[src/rtl/biquad_iir_seq.sv]
// biquad_iir_seq: second-order Direct Form II IIR section.
// A six-state sequencer drives one shared multiplier through a five-step
// multiply-accumulate schedule. Every step result saturates to N bits.
//
// state | meaning
// ------+-----------------------------------------------------------
// IDLE  | waiting for start; clear_state zeroes the delay line
// F1    | acc  = sat(u - a1*fk1)
// F2    | fnew = sat(acc - a2*fk2)
// Y0    | acc  = sat(b0*fnew)
// Y1    | acc  = sat(acc + b1*fk1)
// Y2    | yk = sat(acc + b2*fk2), shift delay line, pulse done
module biquad_iir_seq #(
  parameter int N    = 16,
  parameter int FRAC = 8
) (
  input  logic                clk,
  input  logic                reset,
  input  logic                start,
  input  logic                clear_state,
  input  logic signed [N-1:0] uk,
  input  logic signed [N-1:0] b0,
  input  logic signed [N-1:0] b1,
  input  logic signed [N-1:0] b2,
  input  logic signed [N-1:0] a1,
  input  logic signed [N-1:0] a2,
  output logic signed [N-1:0] yk,
  output logic                done,
  output logic                busy,
  output logic                sat_flag
);

  typedef enum logic [2:0] {IDLE, F1, F2, Y0, Y1, Y2} state_t;

  // A shifted product outside the (N+1)-bit range forces the final N-bit
  // result to clamp in the same direction, so pre-clamping the product here
  // lets the sum stay N+2 bits wide without changing any result.
  localparam logic signed [2*N-1:0] TERM_MAX = {{N{1'b0}}, {N{1'b1}}};
  localparam logic signed [2*N-1:0] TERM_MIN = {{N{1'b1}}, {N{1'b0}}};
  localparam logic signed [N+1:0]   SUM_MAX  = {3'b000, {(N-1){1'b1}}};
  localparam logic signed [N+1:0]   SUM_MIN  = {3'b111, {(N-1){1'b0}}};

  state_t state;

  logic signed [N-1:0] u_lat, b0_lat, b1_lat, b2_lat, a1_lat, a2_lat;
  logic signed [N-1:0] fk1, fk2, fnew, acc;

  logic signed [N-1:0]   op_c, op_x, base;
  logic                  sub;
  logic signed [2*N-1:0] prod, shifted;
  logic signed [N:0]     term;
  logic signed [N+1:0]   sum;
  logic signed [N-1:0]   res;
  logic                  clamp;

  // Operand selection for the single multiplier and the accumulate base.
  always_comb begin
    op_c = '0;
    op_x = '0;
    base = '0;
    sub  = 1'b0;
    case (state)
      F1: begin op_c = a1_lat; op_x = fk1;  base = u_lat; sub = 1'b1; end
      F2: begin op_c = a2_lat; op_x = fk2;  base = acc;   sub = 1'b1; end
      Y0: begin op_c = b0_lat; op_x = fnew; base = '0;    end
      Y1: begin op_c = b1_lat; op_x = fk1;  base = acc;   end
      Y2: begin op_c = b2_lat; op_x = fk2;  base = acc;   end
      default: ;
    endcase
  end

  // Shared multiply, floor shift, pre-clamp, accumulate and saturate.
  always_comb begin
    prod    = op_c * op_x;
    shifted = prod >>> FRAC;
    if (shifted > TERM_MAX)
      term = {1'b0, {N{1'b1}}};
    else if (shifted < TERM_MIN)
      term = {1'b1, {N{1'b0}}};
    else
      term = shifted[N:0];
    if (sub)
      sum = {{2{base[N-1]}}, base} - {term[N], term};
    else
      sum = {{2{base[N-1]}}, base} + {term[N], term};
    clamp = 1'b0;
    if (sum > SUM_MAX) begin
      res   = {1'b0, {(N-1){1'b1}}};
      clamp = 1'b1;
    end else if (sum < SUM_MIN) begin
      res   = {1'b1, {(N-1){1'b0}}};
      clamp = 1'b1;
    end else begin
      res = sum[N-1:0];
    end
  end

  // Sequencer, datapath registers and registered handshake outputs.
  always_ff @(posedge clk) begin
    if (reset) begin
      state    <= IDLE;
      u_lat    <= '0;
      b0_lat   <= '0;
      b1_lat   <= '0;
      b2_lat   <= '0;
      a1_lat   <= '0;
      a2_lat   <= '0;
      fk1      <= '0;
      fk2      <= '0;
      fnew     <= '0;
      acc      <= '0;
      yk       <= '0;
      done     <= 1'b0;
      busy     <= 1'b0;
      sat_flag <= 1'b0;
    end else begin
      done <= 1'b0;
      case (state)
        IDLE: begin
          if (start) begin
            u_lat    <= uk;
            b0_lat   <= b0;
            b1_lat   <= b1;
            b2_lat   <= b2;
            a1_lat   <= a1;
            a2_lat   <= a2;
            sat_flag <= 1'b0;
            busy     <= 1'b1;
            state    <= F1;
          end else if (clear_state) begin
            fk1 <= '0;
            fk2 <= '0;
          end
        end
        F1: begin
          acc <= res;
          if (clamp) sat_flag <= 1'b1;
          state <= F2;
        end
        F2: begin
          fnew <= res;
          if (clamp) sat_flag <= 1'b1;
          state <= Y0;
        end
        Y0: begin
          acc <= res;
          if (clamp) sat_flag <= 1'b1;
          state <= Y1;
        end
        Y1: begin
          acc <= res;
          if (clamp) sat_flag <= 1'b1;
          state <= Y2;
        end
        Y2: begin
          yk   <= res;
          fk2  <= fk1;
          fk1  <= fnew;
          done <= 1'b1;
          busy <= 1'b0;
          if (clamp) sat_flag <= 1'b1;
          state <= IDLE;
        end
        default: state <= IDLE;
      endcase
    end
  end

endmodule

[config.mk]
export PLATFORM = sky130hd
export DESIGN_NAME = biquad_iir_seq
export DESIGN_NICKNAME = d
export VERILOG_FILES = /design/src/rtl/biquad_iir_seq.sv
export SDC_FILE = /design/constraint.sdc
export NUM_CORES = 1
export LEC_CHECK = 0
export CORE_MARGIN = 2
export CORE_UTILIZATION = 48
export DETAILED_ROUTE_END_ITERATION = 16
export GPL_TIMING_DRIVEN = 0
export MAX_ROUTING_LAYER = met4
export PLACE_DENSITY = 0.67
export SETUP_SLACK_MARGIN = 0.3
export SYNTH_ARGS = -nofsm -noshare
export SYNTH_HDL_FRONTEND = slang
export SYNTH_SLANG_ARGS = --single-unit
[constraint.sdc]
create_clock -name clk -period 21.4 [get_ports clk]
set_input_delay 3.21 -clock clk [delete_from_list [all_inputs] [get_ports clk]]
set_output_delay 3.21 -clock clk [all_outputs]
set_load 0.03 [all_outputs]
# After elaboration in Yosys (flattened, before gate mapping)
# Cells that the tools add are included.
# word_totals
reg_bits	182
output_inout_bits	19
elab_cells	67
# op_classes
n_addsub	2
n_mux	23
n_reduce_logical	13
n_mul	1
order_cmp	4
eq_ne	9
# ops
cell	n
case mux 16 bit (2 select lines)	3
case mux 16 bit (5 select lines)	1
2-to-1 mux 16 bit	4
case mux 16 bit (3 select lines)	1
2-to-1 mux 17 bit	2
multiplier 16 x 16 -> 32 bit	1
greater-than comparator 24 x 17 -> 1 bit (second input constant)	1
< comparator 24 x 17 -> 1 bit (second input constant)	1
adder 16 x 17 -> 18 bit	1
greater-than comparator 18 x 16 -> 1 bit (second input constant)	1
< comparator 18 x 16 -> 1 bit (second input constant)	1
2-to-1 mux 18 bit	1
subtractor 16 x 17 -> 18 bit	1
case mux 3 bit (5 select lines)	1
2-to-1 mux 1 bit	7
== test 3 x 2 -> 1 bit (second input constant)	2
== test 3 bit (second input constant)	2
inequality test 2 bit (second input constant)	3
AND reduction 3 bit	2
OR reduction 2 bit	3
OR reduction 3 bit	2
OR reduction 5 bit	1
case mux 1 bit (2 select lines)	2
AND reduction 2 bit	2
5 further kinds	6

# Logic depth before layout (Yosys ltp)
# depth
ltp_word	14
depth_mapped	55

# Least setup slack after synthesis
# Ideal clock, no wire load.
# synth_timing
path_kind	flip-flop to flip-flop
from	register state[2]
to	register acc[10]
path_slack_ps	8818
t_arrival_ps	12501
required_ps	21319
synth_period_minus_slack_ps	12582
stages_incl_launch_ff	51
path_buffers	7
setup_ps	81
path_cell_list	dfxtp_1 buf_2 buf_2 buf_1 clkbuf_1 mux2i_1 o21ai_0 a221oi_1 nor2_1 fa_1 inv_1 fa_1 fa_1 inv_1 fa_1 fa_1 inv_1 fa_1 [... 15 more ...] a211o_1 a21oi_1 a21oi_1 o22a_1 ha_1 o31ai_1 a21oi_1 or4_1 o2111ai_1 a21o_1 o21a_1 o21ai_0 xnor2_1 or3_4 a21oi_4 nor2b_1 buf_6 a211oi_2
# synth_between
elab_chain_cells	12
elab_cells_between_ends	26
# synth_rtl
item	line_no	source
from (decl)	43	state_t state;
from (signal assigned)	101	state <= IDLE;
from (signal assigned)	129	state <= F1;
from (signal assigned)	138	state <= F2;
== test 3 bit, or another cell as far along	62	case (state)
OR reduction 2 bit (no line)	--	
case mux 16 bit (3 select lines)	62	
multiplier 16 x 16 -> 32 bit	74	prod = op_c * op_x;
< comparator 24 x 17 -> 1 bit	78	else if (shifted < TERM_MIN)
2-to-1 mux 17 bit	78	
2-to-1 mux 17 bit	76	if (shifted > TERM_MAX)
adder 16 x 17 -> 18 bit / subtractor 16 x 17 -> 18 bit (equally long branches)	85, 83	
2-to-1 mux 18 bit	82	if (sub)
< comparator 18 x 16 -> 1 bit	90	end else if (sum < SUM_MIN) begin
2-to-1 mux 16 bit	90	
2-to-1 mux 16 bit	87	if (sum > SUM_MAX) begin
to (signal assigned)	136	acc <= res;
to (signal assigned)	146	acc <= res;
to (signal assigned)	151	acc <= res;
to (decl)	46	logic signed [N-1:0] fk1, fk2, fnew, acc;
# Parallel ways exist; a longest one is shown, timed or not.
# A chain may end at the register's enable or synchronous reset.

# Final worst setup path
# layout_timing
from	register state[2]
to	register yk[10]
# layout_between
elab_chain_cells	12
elab_cells_between_ends	25
# layout_rtl
item	line_no	source
== test 3 bit, or another cell as far along	62, 118	
OR reduction 2 bit (no line)	--	
case mux 16 bit (3 select lines)	62	
multiplier 16 x 16 -> 32 bit	74	
< comparator 24 x 17 -> 1 bit	78	
2-to-1 mux 17 bit	78	
2-to-1 mux 17 bit	76	
adder 16 x 17 -> 18 bit / subtractor 16 x 17 -> 18 bit (equally long branches)	85, 83	
2-to-1 mux 18 bit	82	
< comparator 18 x 16 -> 1 bit	90	
2-to-1 mux 16 bit	90	
2-to-1 mux 16 bit	87	
to (signal assigned)	156	yk <= res;
to (decl)	27	output logic signed [N-1:0] yk,
# Parallel ways exist; a longest one is shown, timed or not.

==> impl_results.md <==
* # diodes at 0
* Slowest cell delay on critical path at between 0.7 and 0.8 ns
* Unrepaired setup endpoints after global routing: no
* Root Buffer: clkbuf_16
* Slew HR at between 5 and 6%
* Commonest cells after routing, fill and taps aside: 374 x nand2_1, 319 x inv_1, 262 x fa_1
* GRT met1 Usage at between 40% and 50%
* Placed cell count at 3054
* Max-cap violations at 0
* Final slew viol count at 0
* Sequential area share after synthesis at 18.49%
* Yosys warns at 0
* Synth unique cells at 84
* Number of synthesized flops with an enable pin at 0
* H-tree levels at 4
* Data arrival, critical path at 16.56 ns
* Area of the mapped netlist at ~20000 sq um
* Reg2Reg Depth at 50
* Leakage at roughly 9.5 nW
* Pin count of the biggest net entering global routing at 20
* Area grow syn2layout at 12.58%
* Worst setup path class: reg -> reg
* Crit Path Max Fanout at 10
* Initial Util at between 40% and 50%
* Total Routing Usage GR at around 32%
* Layout cells sized above 1 at 4.385%
* First-pass GRT wire length at 100900 microns
* Postcts setup bufs at 0
* Synth async-reset ratio at 0%
* Post-synthesis register bit count at 182
* Row Count at 74
* Mean Syn Cell Area at approximately 8 sq um
* Gr ovfl total at 0
* Sum Neg Setup Slack at 0 ns
* Post-DR wirelength/cell at approximately 21 microns
* Met2 Use GR at between 50 and 60%
* Initial DRC Count at about 1600
* Synth Instances at between 2000 and 2500
* Util after Layout at 54.59%
* Final hold vios at 0
* Status: finished clean
* Initial antenna violation count at 0
* Via-per-instance ratio at between 5 and 6
* Vias after detailed routing at 17816
* Multi-input gate area at about 14000 sq um
* Drt first pass iters at 6
* DRT antenna net count at 0
* Placeable Area at a little over 40000 sq um
* Die area at between 40000 and 50000 sq um
* Global route hottest layer: met2
* Nets@finish at 3000
* Maximum root-to-sink buffer count at 2
* FMAX at about 0.062 GHz
* Most common cell after layout, fill and taps aside: nand2_1
* Die Wd at 206.6 microns
* Net Count, Synth at ~2900
* RD Place Congestion at between 0.9 and 1
* Post-DP HPWL at between 50000 and 60000 microns
* Reg area at around 3600 sq um
* # fillers at 3837
* Worst-Skew Late Latency at between 0.4 and 0.5 ns
* PortBufs at 118
* Die height at 206.6 microns
* Period utilization at 75.67%
* Clock slew at reported path FFs at ~0.08 ns
* Vias in the first global route at between 15000 and 20000
* Peak VDD IR at approximately 0.055 mV
* IO Count at approximately 120
* Skew final at around 0.019 ns
* GRT met3 Usage at 6.735%
* Worst hold path class: reg -> reg
* PostCTS Resize Cnt at 0
* PwrDens at 57.42 nW/um^2
* CTS buffer count at 17
* Hold Crit Depth at 2
* Drt drc at 0
* Crit path capture type: register
* Synth Flop Type: dfxtp_1
* Worst path slowest cell: a21oi_1
* Final WL at about 65000 microns
* CTS tree: done
* # setup viols final at 0
* Worst-margin pin slew at ~1.4 ns
* Clock sinks at around 180
* Cell Count, Final, Fillers Out at a little over 3000
* Most frequent CP cell: inv_1
* Min Tclk post-route at 16.19 ns
* Startpoint class of the critical path: register
* CP Data Required Time at between 20 and 25 ns
* # hold bufs at CTS at 0
## worst max-delay path: cells and delay by family (launching register included)
kind / cells / cell delay, ns
muxes: 1 / 0.26
buffers and inverters: 14 / 3.69
and+or+nand+nor: 6 / 1.40
xor gates and xnor gates: 2 / 0.39
adders and majority gates: 9 / 3.84
DFF: 1 / 0.46
AOI/OAI and AO/OA: 18 / 6.04
## layout make-up
cell class                      instances  area share, %
Buffer                                134          2.397
Clock buffer                           18          1.934
Clock inverter                         14         0.8176
Inverter                              320          5.413
Multi-Input combinational cell       1766          64.63
Sequential cell                       182          16.42
Tap cell                              532          3.000
Timing Repair Buffer                  120          5.391
## cell usage after synthesis (all sizes together) (22+ instances only)
cell | instances | area share [%]
clkbuf | 117 | 2.2
nand2 | 374 | 7.1
a21oi | 178 | 4.6
fa | 262 | 27
nand2b | 36 | 1.1
a22o | 37 | 1.6
a211oi | 42 | 2.1
ha | 97 | 6.2
a21o | 22 | 0.84
dfxtp | 182 | 18
or2 | 24 | 0.76
xnor2 | 36 | 1.6
mux2i | 35 | 1.8
o21ai | 102 | 2.6
inv | 320 | 6.1
a22oi | 31 | 1.2
nor2 | 230 | 4.4
## worst paths after layout
path / start / endpoint / slack, ns
worst min-delay path: b2_lat[6] / b2_lat[6] / 0.46
worst max register to register: state[2] / yk[10] / 5.21
worst min register to register: b2_lat[6] / b2_lat[6] / 0.46
worst max-delay path: state[2] / yk[10] / 5.21
## logic make-up after synthesis
kind of cell    Yosys count  synth area share (%)
mux                      43                 2.292
simple gates            774                 17.06
flops                   182                 18.49
xor+xnor                 46                 2.044
compound gates          544                 18.56
fa+ha+maj               359                 32.77
buf+inv                 454                 8.792
## per-layer routing
metal	vias up	wire length [microns]	share of wire, %
li1	8181	-	-
met4	0	2127	3.3
met1	8753	26890	42
met2	751	30000	46
met3	131	5653	8.7
met5	-	0	0
## power breakdown
part	internal [mW]	leakage (nW)	switching (mW)
Sequential	0.364	1.49	0.0191
Clock	0.168	0.296	0.158
Combinational	0.188	7.71	0.377
Total	0.720	9.49	0.554
## sequential cells by signal, summed over array words and instances, names as in the netlist, 3 cells and up
| register | count |
|---|---|
| a1_lat | 16 |
| a2_lat | 16 |
| acc | 16 |
| b0_lat | 16 |
| b1_lat | 16 |
| b2_lat | 16 |
| fk1 | 16 |
| fk2 | 16 |
| fnew | 16 |
| state | 3 |
| u_lat | 16 |
| yk | 16 |
## through the flow
stage          hold slack [ns]  cell area [sq um]  setup WS (ns)  power [mW]
2_1_floorplan           0.4329              19710          8.818      0.7515
5_1_grt                 0.4753              22190          4.350       1.336
3_3_place_gp            0.4428              21560          5.189      0.9344
3_5_place_dp            0.4466              21580          5.575      0.9440
4_1_cts                 0.4571              22190          5.549       1.266
6_report                0.4567              22190          5.207       1.274
No activity file was read; power rests on OpenSTA's default activity.
==> variant 1 (same settings) <==
Re-encode `state_t` (6 states) as one-hot, 6 bits wide.
--- a/src/rtl/biquad_iir_seq.sv
+++ b/src/rtl/biquad_iir_seq.sv
@@ -31,5 +31,5 @@
 );
 
-  typedef enum logic [2:0] {IDLE, F1, F2, Y0, Y1, Y2} state_t;
+  typedef enum logic [5:0] {IDLE = 6'b000001, F1 = 6'b000010, F2 = 6'b000100, Y0 = 6'b001000, Y1 = 6'b010000, Y2 = 6'b100000} state_t;
 
   // A shifted product outside the (N+1)-bit range forces the final N-bit
Behaviour: same outputs for any inputs over 4 cycles, from zero or initial values and one cycle with reset high; so few cycles prove little.
==> variant 1 against the unedited design <==
- routed wire length fell by 8.0%
- synthesized area fell by 3.6%
- via count fell by 6.6%
- die area fell by 3.5%
- fmax rose by 1.4%
- worst setup slack improved by 0.22 ns
- sequential cell count rose by 3
- design area fell by 3.0%
- largest cell class unchanged
Power is not compared: it rests on default switching activity, and its combinational part moved more than twofold at a synthesized area within 25%.
==> variant 1: results (changes against the unedited design) <==
fin_skew_ns: 0.0143  # was 0.0187 ns
r2r-end: "yk[12]"  # was yk[10]
grt_pass1_wl_um: 95200  # was 101000 um
drive_above_1_share_pct: 5.04  # was 4.39%
dpl_cell_area_um2: 20900  # was 21600 um^2
track_usage_pct: 30.8  # was 32.2%
cpLargestDelayFamily: "simple AND/OR/NAND/NOR gates"  # was compound AO/OA/AOI/OAI gates
synth_compound_area_share_pct: 17.2  # was 18.6%
global_route.usage.met3_pct: 4.00  # was 6.73%
adder_cell_share_of_the_synthesized_area_pct: 34.0  # was 32.8%
gr-usage-met2_pct: 50.8  # was 51.8%
synth.area.mux_share_pct: 0.323  # was 2.29%
dp_cells: 2904  # was 3054
timing.critical_path.arrival_ns: 16.34  # was 16.56 ns
pre_cts_slack_ns: 5.69  # was 5.58 ns
wirelength_um: 59500  # was 64700 um
worst_setup_path_startpoint: "state[0]"  # was state[2]
reg2regPathDepth: 51  # was 50
avgViaCountPerCell: 5.66  # was 5.77
post_synth_main_area_contributors: "sky130_fd_sc_hd__fa_1 (28%), sky130_fd_sc_hd__dfxtp_1 (19%), sky130_fd_sc_hd__nand2_1 (6.7%)"  # was sky130_fd_sc_hd__fa_1 (27%), sky130_fd_sc_hd__dfxtp_1 (18%), sky130_fd_sc_hd__nand2_1 (7.1%)
synthesis.nets: 2720  # was 2861
status: "finished, final reports clean"  # unchanged
cp_slowest_stage_delay_ns: 0.61  # was 0.79 ns
fillers: 3681  # was 3837
min-delay-start: "b1_lat[7]"  # was b2_lat[6]
met1_capacity_usage_during_global_routing_pct: 40.3  # was 40.6%
worst_slew_pin_tran_ns: 1.48  # was 1.42 ns
xor_xnor_fraction_of_synth_area_pct: 2.40  # was 2.04%
via_count_of_the_first_global_routing_pass: 17095  # was 18060
synth_sequential_area_ratio_pct: 19.5  # was 18.5%
drt_iter0_drc: 1400  # was 1615
placer_s_final_routability_congestion_estimate: 0.917  # was 0.972
syn_area_per_cell_um2: 8.40  # was 8.21 um^2
## variant 1: logic make-up after synthesis
| kind of cell | after synthesis |
|---|---|
| AOI/OAI and AO/OA | 466 |
| xor gates and xnor gates | 49 |
| adders and majority gates | 359 |
| buffers and inverters | 432 |
| DFF | 185 |
| muxes | 6 |
| and+or+nand+nor | 764 |
## variant 1: power by group through the flow
stage          registers [uW]  logic, uW  clock network (uW)
2_1_floorplan             375       71.6                   0
6_report                  371        123                 314
5_1_grt                   372        132                 330
4_1_cts                   371        121                 315
3_5_place_dp              378        120                   0
3_3_place_gp              378        118                   0
## variant 1: worst min-delay path: cells and delay by family, from the launching register on
family	cells	cell delay, ns
flops	1	0.31
simple gates	1	0.05
compound gates	1	0.05
## variant 1: cell type report
cell class              instances  area [um^2]  area share, %
well taps                     518          648           3.01
flip-flops and latches        185         3700           17.2
multi-input cells            1644        13700           63.7
repair buffers                128         1240           5.78
clock inverters                15          155          0.721
plain buffers                 122          479           2.23
clock buffers                  17          425           1.98
inverters                     310         1160           5.41
## variant 1: per-stage QoR
| stage | util, % | hold WS, ns |
|---|---|---|
| 2_1_floorplan | - | 0.432 |
| 3_3_place_gp | 53.6 | 0.442 |
| 3_5_place_dp | 53.9 | 0.447 |
| 4_1_cts | 55.4 | 0.456 |
| 5_1_grt | 55.4 | 0.472 |
| 6_report | 55.4 | 0.457 |
## variant 1: per-layer routing
metal	up-vias	share of wire, %	wire [um]
li1	7701	-	-
met1	8248	43	25700
met2	596	48	28600
met3	90	6.3	3740
met4	0	2.5	1470
met5	-	0	0
## variant 1: worst max path at each step
| stage | slack [ns] | cells past startpoint | end |
|---|---|---|---|
| after detailed placement | 5.69 | 51 | yk[12] |
| after floorplan | 8.82 | 50 | sat_flag |
| final | 5.42 | 51 | yk[12] |
| after global routing | 4.57 | 53 | yk[12] |
| after global placement | 5.83 | 51 | yk[12] |
| after CTS | 5.58 | 51 | yk[12] |
==> variant 2 (config.mk and constraints unchanged) <==
Made on the original files. Change the parameter `N` from 16 to 8.
--- a/src/rtl/biquad_iir_seq.sv
+++ b/src/rtl/biquad_iir_seq.sv
@@ -12,5 +12,5 @@
 // Y2    | yk = sat(acc + b2*fk2), shift delay line, pulse done
 module biquad_iir_seq #(
-  parameter int N    = 16,
+  parameter int N    = 8,
   parameter int FRAC = 8
 ) (
Interface: changed (7 resized); port bits go from 119 to 63. The function was not compared with the original's and may differ.
==> variant 2 against the unedited design <==
- design area shrank 63%
- clock skew shrank 0.0077 ns
- synthesized area shrank 64%
- sequential share of layout area grew 6.4 points
- worst setup slack gained 6.4 ns
- core utilization grew 2.3 points
- routed wire length shrank 73%
- total power shrank 63%
- worst hold slack lost 0.0035 ns
- sequential cell count shrank 88
- critical path depth shrank 16
==> variant 2: results (changes against the unedited design) <==
status: "finished, final reports clean"  # unchanged
via_count_of_the_first_global_routing_pass: 5900  # was 18060
synth_cell_types: 69  # was 84
irDropWorstVdd_uv: 44.4  # was 54.6 uV
fin_skew_ns: 0.0110  # was 0.0187 ns
p_switching_uw: 155  # was 554 uW
swShare_pct: 33.3  # was 43.5%
timing.critical_path.arrival_ns: 10.05  # was 16.56 ns
grt_start_max_net_pins: 17  # was 20
synth.area.mux_share_pct: 2.64  # was 2.29%
grt_pass1_wl_um: 29500  # was 101000 um
cts_htree_levels: 3  # was 4
dpl_cell_area_um2: 7960  # was 21600 um^2
synth_sequential_area_ratio_pct: 26.5  # was 18.5%
adder_cell_share_of_the_synthesized_area_pct: 21.8  # was 32.8%
synth_compound_area_share_pct: 20.3  # was 18.6%
total_vias_in_the_final_route: 5971  # was 17816
placer_s_final_routability_congestion_estimate: 0.866  # was 0.972
reg2regPathDepth: 34  # was 50
detailed_placer_s_ending_hpwl_um: 13900  # was 52700 um
track_usage_pct: 23.8  # was 32.2%
synthesis.nets: 990  # was 2861
p_seq_uw: 194  # was 383 uW
number_of_buffer_cells_added_on_primary_ports: 62  # was 118
finish.net_count: 1064  # was 3000
drt-pass1-iter-count: 5  # was 6
xor_xnor_fraction_of_synth_area_pct: 3.93  # was 2.04%
clkLatencyLatePin_ns: 0.35  # was 0.46 ns
post_synth_most_frequent_cells: "sky130_fd_sc_hd__nand2_1 (132), sky130_fd_sc_hd__dfxtp_1 (94), sky130_fd_sc_hd__inv_1 (80), sky130_fd_sc_hd__nor2_1 (80), sky130_fd_sc_hd__a21oi_1 (69)"  # was sky130_fd_sc_hd__nand2_1 (374), sky130_fd_sc_hd__inv_1 (319), sky130_fd_sc_hd__fa_1 (262), sky130_fd_sc_hd__nor2_1 (230), sky130_fd_sc_hd__dfxtp_1 (182)
drive_above_1_share_pct: 7.24  # was 4.39%
max_slew_margin_pct: 23.2  # was 5.08%
variant 2: changes by cell type in the layout (fill, tap and decap cells not counted), sizes merged, moves of 29 or more:
cell	unedited run	this run
nor2	230	81
clkbuf	135	46
clkdlybuf4s50	118	62
a211oi	42	13
a21oi	178	73
ha	97	36
nand2b	36	7
nand2	374	132
fa	262	55
inv	326	81
o21ai	102	28
dfxtp	182	94
variant 2: metal layers:
| metal | GRT usage [%] | share of wire [%] | up-vias |
|---|---|---|---|
| met2 | 36.9 | 46 | 120 |
| li1 | - | - | 3011 |
| met5 | - | 0 | - |
| met4 | 7.12 | 2.5 | 0 |
| met3 | 4.12 | 4.0 | 30 |
| met1 | 32.0 | 48 | 2810 |
variant 2: worst paths after layout:
check,end,slack (ns),start
max,acc[0],11.61,state[2]
max reg2reg,acc[0],11.61,state[2]
min reg2reg,b1_lat[2],0.45,b1_lat[2]
min,b1_lat[2],0.45,b1_lat[2]
variant 2: area by class of cell:
cell class	instances	area [um^2]	area share [%]
well taps	184	230	2.79
inverters	80	300	3.64
flip-flops and latches	94	1880	22.8
multi-input cells	631	4760	57.7
clock inverters	6	46.3	0.562
clock buffers	10	229	2.78
plain buffers	42	168	2.03
repair buffers	63	628	7.62
variant 2: metrics by stage:
step	instances	utilization (%)
2_1_floorplan	847	-
3_3_place_gp	1093	55.0
3_5_place_dp	1093	55.0
4_1_cts	1109	56.9
5_1_grt	1110	56.9
6_report	1110	56.9
variant 2: worst register-to-register path, delay by kind of cell, from the launching register on:
| family | cells | cell delay, ns |
|---|---|---|
| AND/OR/NAND/NOR | 5 | 1.09 |
| AO/OA/AOI/OAI | 12 | 3.41 |
| buffers and inverters | 7 | 1.25 |
| adder cells (fa/ha/maj) | 7 | 2.89 |
| XOR/XNOR | 3 | 0.74 |
| flip-flops | 1 | 0.31 |
